--- src/rtl/clk_div_pkg.sv ---
// Shared constants and helpers for the programmable clock-enable divider.
package clk_div_pkg;

    localparam int unsigned DEF_CNT_W = 26;

    // Period in clk_in cycles for a target frequency, truncated.
    function automatic int unsigned freq_to_period(input int unsigned base, input int unsigned f);
        return base / f;
    endfunction

    // Reset-default high time: half the period, rounded down.
    function automatic int unsigned def_high(input int unsigned period);
        return period >> 1;
    endfunction

endpackage

--- src/rtl/clk_div_chan.sv ---
// One divider channel: counter, active/shadow config, pending flag and registered outputs.
module clk_div_chan
    import clk_div_pkg::*;
#(
    parameter int unsigned CNT_W      = DEF_CNT_W,
    parameter int unsigned DEF_PERIOD = 10
) (
    input  logic             clk_in,
    input  logic             rst_a_p,
    input  logic             en,
    input  logic             sync,
    input  logic             cfg_we,
    input  logic [CNT_W-1:0] cfg_period,
    input  logic [CNT_W-1:0] cfg_high,
    output logic             clk_out,
    output logic             tick,
    output logic             cfg_pending
);

    localparam logic [CNT_W-1:0] RST_PERIOD = CNT_W'(DEF_PERIOD);
    localparam logic [CNT_W-1:0] RST_HIGH   = CNT_W'(def_high(DEF_PERIOD));
    localparam logic [CNT_W-1:0] MIN_PERIOD = CNT_W'(2);

    logic [CNT_W-1:0] cnt, cnt_nxt;
    logic [CNT_W-1:0] act_period, act_period_nxt, act_high, act_high_nxt;
    logic [CNT_W-1:0] shd_period, shd_period_nxt, shd_high, shd_high_nxt;
    logic             clk_out_nxt, tick_nxt, pend_nxt;
    logic             apply_c, wrap_c;

    assign wrap_c = (cnt == act_period - CNT_W'(1));

    // Next-state: count/outputs, then boundary apply, then shadow write (write wins the shadow).
    always_comb begin
        cnt_nxt        = cnt;
        act_period_nxt = act_period;
        act_high_nxt   = act_high;
        shd_period_nxt = shd_period;
        shd_high_nxt   = shd_high;
        pend_nxt       = cfg_pending;
        clk_out_nxt    = 1'b0;
        tick_nxt       = 1'b0;
        apply_c        = 1'b0;

        if (en) begin
            tick_nxt    = (cnt == '0);
            clk_out_nxt = (cnt < act_high);
            if (sync || wrap_c) begin
                cnt_nxt = '0;
                apply_c = 1'b1;
            end else begin
                cnt_nxt = cnt + CNT_W'(1);
            end
        end else begin
            cnt_nxt = '0;
            apply_c = 1'b1;
        end

        if (apply_c) begin
            act_period_nxt = shd_period;
            act_high_nxt   = shd_high;
            pend_nxt       = 1'b0;
        end

        if (cfg_we) begin
            shd_period_nxt = (cfg_period < MIN_PERIOD) ? MIN_PERIOD : cfg_period;
            shd_high_nxt   = cfg_high;
            pend_nxt       = 1'b1;
        end
    end

    always_ff @(posedge clk_in or posedge rst_a_p) begin
        if (rst_a_p) begin
            cnt         <= '0;
            act_period  <= RST_PERIOD;
            act_high    <= RST_HIGH;
            shd_period  <= RST_PERIOD;
            shd_high    <= RST_HIGH;
            cfg_pending <= 1'b0;
            clk_out     <= 1'b0;
            tick        <= 1'b0;
        end else begin
            cnt         <= cnt_nxt;
            act_period  <= act_period_nxt;
            act_high    <= act_high_nxt;
            shd_period  <= shd_period_nxt;
            shd_high    <= shd_high_nxt;
            cfg_pending <= pend_nxt;
            clk_out     <= clk_out_nxt;
            tick        <= tick_nxt;
        end
    end

endmodule

--- src/rtl/clk_div_prog.sv ---
// Multi-channel runtime-programmable clock-enable generator with shadowed config.
module clk_div_prog
    import clk_div_pkg::*;
#(
    parameter int unsigned N_CH      = 2,
    parameter int unsigned BASE_FREQ = 50_000_000,
    parameter int unsigned DEF_FREQ  = 1,
    parameter int unsigned CNT_W     = DEF_CNT_W
) (
    input  logic                                   clk_in,
    input  logic                                   rst_a_p,
    input  logic [N_CH-1:0]                        en,
    input  logic                                   sync,
    input  logic                                   cfg_we,
    input  logic [((N_CH > 1) ? $clog2(N_CH) : 1)-1:0] cfg_ch,
    input  logic [CNT_W-1:0]                       cfg_period,
    input  logic [CNT_W-1:0]                       cfg_high,
    output logic [N_CH-1:0]                        clk_out,
    output logic [N_CH-1:0]                        tick,
    output logic [N_CH-1:0]                        cfg_pending
);

    localparam int unsigned CH_W       = (N_CH > 1) ? $clog2(N_CH) : 1;
    localparam int unsigned DEF_PERIOD = freq_to_period(BASE_FREQ, DEF_FREQ);

    logic [N_CH-1:0] ch_we_c;

    // Out-of-range cfg_ch matches no channel, so the write is dropped.
    for (genvar i = 0; i < N_CH; i++) begin : g_ch
        assign ch_we_c[i] = cfg_we && (cfg_ch == CH_W'(i));

        clk_div_chan #(
            .CNT_W      (CNT_W),
            .DEF_PERIOD (DEF_PERIOD)
        ) u_chan (
            .clk_in      (clk_in),
            .rst_a_p     (rst_a_p),
            .en          (en[i]),
            .sync        (sync),
            .cfg_we      (ch_we_c[i]),
            .cfg_period  (cfg_period),
            .cfg_high    (cfg_high),
            .clk_out     (clk_out[i]),
            .tick        (tick[i]),
            .cfg_pending (cfg_pending[i])
        );
    end

endmodule

--- config.mk ---
export PLATFORM = sky130hd
export DESIGN_NAME = clk_div_prog
export DESIGN_NICKNAME = d
export VERILOG_FILES = /design/src/rtl/clk_div_pkg.sv /design/src/rtl/clk_div_chan.sv /design/src/rtl/clk_div_prog.sv
export SDC_FILE = /design/constraint.sdc
export NUM_CORES = 1
export LEC_CHECK = 0
export ABC_AREA = 1
export CORE_MARGIN = 2
export CORE_UTILIZATION = 40
export CTS_BUF_LIST = sky130_fd_sc_hd__clkbuf_4 sky130_fd_sc_hd__clkbuf_8
export DETAILED_ROUTE_END_ITERATION = 10
export HOLD_SLACK_MARGIN = 0.08
export PLACE_DENSITY = 0.53
export SLEW_MARGIN = 25
export SYNTH_ARGS = -nofsm -noshare
export SYNTH_HDL_FRONTEND = slang
export SYNTH_HIERARCHICAL = 1
export SYNTH_SLANG_ARGS = --single-unit
--- constraint.sdc ---
create_clock -name clk_in -period 5.12 [get_ports clk_in]
set_input_delay 0.768 -clock clk_in [delete_from_list [all_inputs] [get_ports clk_in]]
set_output_delay 0.768 -clock clk_in [all_outputs]
set_load 0.03 [all_outputs]
==> impl_metrics.toml <==
[power_and_ir_drop]
p_comb_share_pct = 15.0
p_sw_share_pct = 29.3
clockPowerShare_pct = 39.4
switching_power_mw = 1.67
power_frac_seq_pct = 45.5
p_int_mw = 4.04
power_leakage_nw = 8.30
peakVddDrop_v = 0.000174
power_density_nw_per_um2 = 342
total_power_mw = 5.71

[cts]
cts_root_buf = "clkbuf_8"
numCtsBuffers = 48
cts.sinks = 266
cts_tree = "done"
cts-resized-gates = 0
clockBufferDepth = 3
cts_hold_buf = 0
postCtsSetupRepairBufs = 0
path_clk_slew_ns = 0.06
cts.htree.levels = 2
clk_latency_ns = 0.62

[status]
status = "completed"

[detailed_routing]
vias = 12500
avgRoutedWirePerCell_um = 16.4
via_per_inst = 5.07
first_pass_iters = 5
drc = 0
drtIter0Drc = 765
wirelength_mm = 40.5
ant_nets = 0

[placement]
io_buffers = 64
dpl.hpwl_mm = 28.3
postPlaceCellArea_sq_um = 15600
gp_congestion = 0.929

[critical_path]
arrival_ns = 3.78
r2r.worst_path.cells = 16
rrSetupSlack_ns = 1.89
critPathKind = "flop to flop"
cp_common_cell = "nand2_1"
cp_top_family = "simple AND/OR/NAND/NOR gates"
worst_r2r_endpoint = "g_ch[0].u_chan/act_high[8]$_DFFE_PP0P_"
slowest_delay_ns = 0.65
cp.required_ns = 5.67
critPathBufInv = 4
start_kind = "flop"
crit_chain = "inv_1 -> ha_1 -> nand2_2 -> nor2_4 -> nand3_1 -> inv_1 -> nand3_1 -> nand2_1 -> nand2_1 -> nor2_1 -> nand3_2 -> buf_4 -> nand2_2 -> buf_4 -> nand2_1 -> nand2_1"
cpMaxStageDelayCell = "buf_4"
end_kind = "flop"
rr_startpoint = "g_ch[0].u_chan/act_period[0]$_DFFE_PP0P_"
cp_max_fo = 76

[yosys]
synth.largest_area_cell = "dfrtp_1"
yosys_register_bits = 266
synth-simple-area-share_pct = 34.2
yosys-mux-area-fraction_pct = 0
synth_adder_area_share_pct = 4.77
yosysSeqAreaShare_pct = 46.1
syn_avg_cell_area_sq_um = 7.66
synth_area_leaders = "dfrtp_1, nand2_1, dfstp_2"
synth-xor-area-share_pct = 5.37
synth_top_family_by_area = "simple AND/OR/NAND/NOR gates"
ys.flop_type = "dfrtp_1"
synthTopCellsByCount = "nand2_1, nor2_1, nand3_1"
yosys_warnings = 6
syn_nets = 2031
synth_compound_area_share_pct = 2.74
synth_top_cell_area_share_pct = 29.0
synthArstFlopShare_pct = 100
ys_types = 38
syn_inst = 1916
yosysMostFrequentCell = "nand2_1"
synthesis.area_sq_um = 14700
synth_edf_count = 0

[timing]
relSlewSlack_pct = 38.7
fin_setup_tns_ns = 0
fin_crit_sh_pct = 63.0
finalSetupViolCount = 0
worst_pin_slew_ns = 0.918
rsz0062_at_grt = "no"
fmax_mhz = 310
hold_violations = 0
fin_skew_ns = 0.0165
min_period_ns = 3.23
slew_viol_final = 0

[final_layout]
fin_area_sq_um = 16700
nets = 2079
fillCellCount = 3715
num_antenna_cells = 0
drive_above_1_share_pct = 11.5
area_delta_synth_final_pct = 13.7

[global_routing]
grt_max_degree = 78
grt_pass1_vias = 12500
grt_pass1_wl_mm = 66.6
grt_use_total_pct = 21.8
grt_overflow = 0
antenna_found_initial = 0

[floorplan]
rows = 70
io_pins = 65
die_w_um = 196
fp.dieH_um = 196
die-area_sq_um = 38300
core_area_sq_um = 36300
start_util_pct = 40.4

[hold_path]
min_from = "g_ch[0].u_chan/shd_period[2]$_DFFE_PP0P_"
hold_depth = 2
whs_endpoint = "g_ch[0].u_chan/act_period[2]$_DFFE_PP0P_"
hold_class = "flop to flop"

[run]
drv_cap = 0
through the flow:
stage | instances | hold WS, ns | setup slack [ns] | utilization, %
2_1_floorplan | 1916 | 0.442 | 0.877 | -
3_3_place_gp | 2382 | 0.451 | 1.97 | 42.9
3_5_place_dp | 2382 | 0.453 | 1.93 | 42.9
4_1_cts | 2472 | 0.460 | 1.88 | 45.9
5_1_grt | 2472 | 0.479 | 1.56 | 45.9
6_report | 2472 | 0.460 | 1.89 | 45.9
power groups by stage:
stage,Sequential [mW],Combinational [mW],Clock [mW]
floorplan,2.56,0.640,0
global placement,2.63,0.846,0
detailed placement,2.63,0.866,0
CTS,2.60,0.871,2.33
global route,2.63,1.00,2.43
finish,2.60,0.860,2.25
routing by layer:
| layer | vias up | share of wire [%] | global-route usage [%] |
|---|---|---|---|
| li1 | 6143 | - | - |
| met1 | 6076 | 49 | 31.3 |
| met2 | 251 | 44 | 33.6 |
| met3 | 59 | 5.4 | 4.39 |
| met4 | 0 | 1.8 | 5.40 |
| met5 | - | 0 | 0 |
final cells by class:
| class | count | area (sq um) | share of cell area [%] |
|---|---|---|---|
| clock buffers | 81 | 983 | 5.89 |
| well taps | 468 | 586 | 3.51 |
| clock inverters | 9 | 108 | 0.645 |
| multi-input cells | 1430 | 6950 | 41.6 |
| flip-flops and latches | 266 | 6780 | 40.6 |
| inverters | 144 | 548 | 3.28 |
| repair buffers | 74 | 741 | 4.44 |
registers in the layout (all words and copies together) (netlist names):
name                     cells
g_ch.u_chan/act_high        52
g_ch.u_chan/act_period      52
g_ch.u_chan/cnt             52
g_ch.u_chan/shd_high        52
g_ch.u_chan/shd_period      52
g_ch.u_chan/cfg_pending      2
g_ch.u_chan/clk_out          2
g_ch.u_chan/tick             2
worst register-to-register path, cell delays in order, from the launching register on:
cell	delay [ns]
dfrtp_1	0.40
inv_1	0.11
ha_1	0.27
nand2_2	0.12
nor2_4	0.24
nand3_1	0.14
inv_1	0.09
nand3_1	0.07
nand2_1	0.09
nand2_1	0.05
nor2_1	0.12
nand3_2	0.08
buf_4	0.30
nand2_2	0.15
buf_4	0.65
nand2_1	0.17
nand2_1	0.09
cells by family (layout without fill, tap and decap cells):
group	Yosys count	after routing
DFF	266	266
xor gates and xnor gates	90	90
and+or+nand+nor	1216	1216
AOI/OAI and AO/OA	68	68
buffers and inverters	220	308
adders and majority gates	56	56
placed cells by master, fill, tap and decap left out, types with 21 or more instances in the layout:
cell,netlist,routed
nand2_1,755,755
nor2_1,196,194
nand3_1,174,172
dfrtp_1,170,170
inv_1,142,140
dfstp_2,96,96
clkdlybuf4s50_1,0,64
clkbuf_8,0,60
xor2_1,60,60
ha_1,56,56
nand4_1,36,36
xnor2_1,30,30
a21oi_1,28,28
clkbuf_4,0,21
worst max path at each step:
| stage | startpoint | endpoint | slack (ns) | cells after the start |
|---|---|---|---|---|
| CTS | g_ch[1].u_chan/act_period[0]$_DFFE_PP0P_ | g_ch[1].u_chan/act_period[6]$_DFFE_PP0P_ | 1.88 | 15 |
| global placement | g_ch[1].u_chan/act_period[0]$_DFFE_PP0P_ | g_ch[1].u_chan/act_period[6]$_DFFE_PP0P_ | 1.97 | 15 |
| finish | g_ch[0].u_chan/act_period[0]$_DFFE_PP0P_ | g_ch[0].u_chan/act_high[8]$_DFFE_PP0P_ | 1.89 | 16 |
| floorplan | rst_a_p | g_ch[0].u_chan/act_high[0]$_DFFE_PP0P_ | 0.88 | 1 |
| detailed placement | g_ch[1].u_chan/act_period[0]$_DFFE_PP0P_ | g_ch[1].u_chan/act_period[6]$_DFFE_PP0P_ | 1.93 | 15 |
| global route | g_ch[0].u_chan/act_period[0]$_DFFE_PP0P_ | g_ch[0].u_chan/act_period[24]$_DFFE_PP0P_ | 1.56 | 16 |
Note: power is estimated with default switching activity, not from simulation.
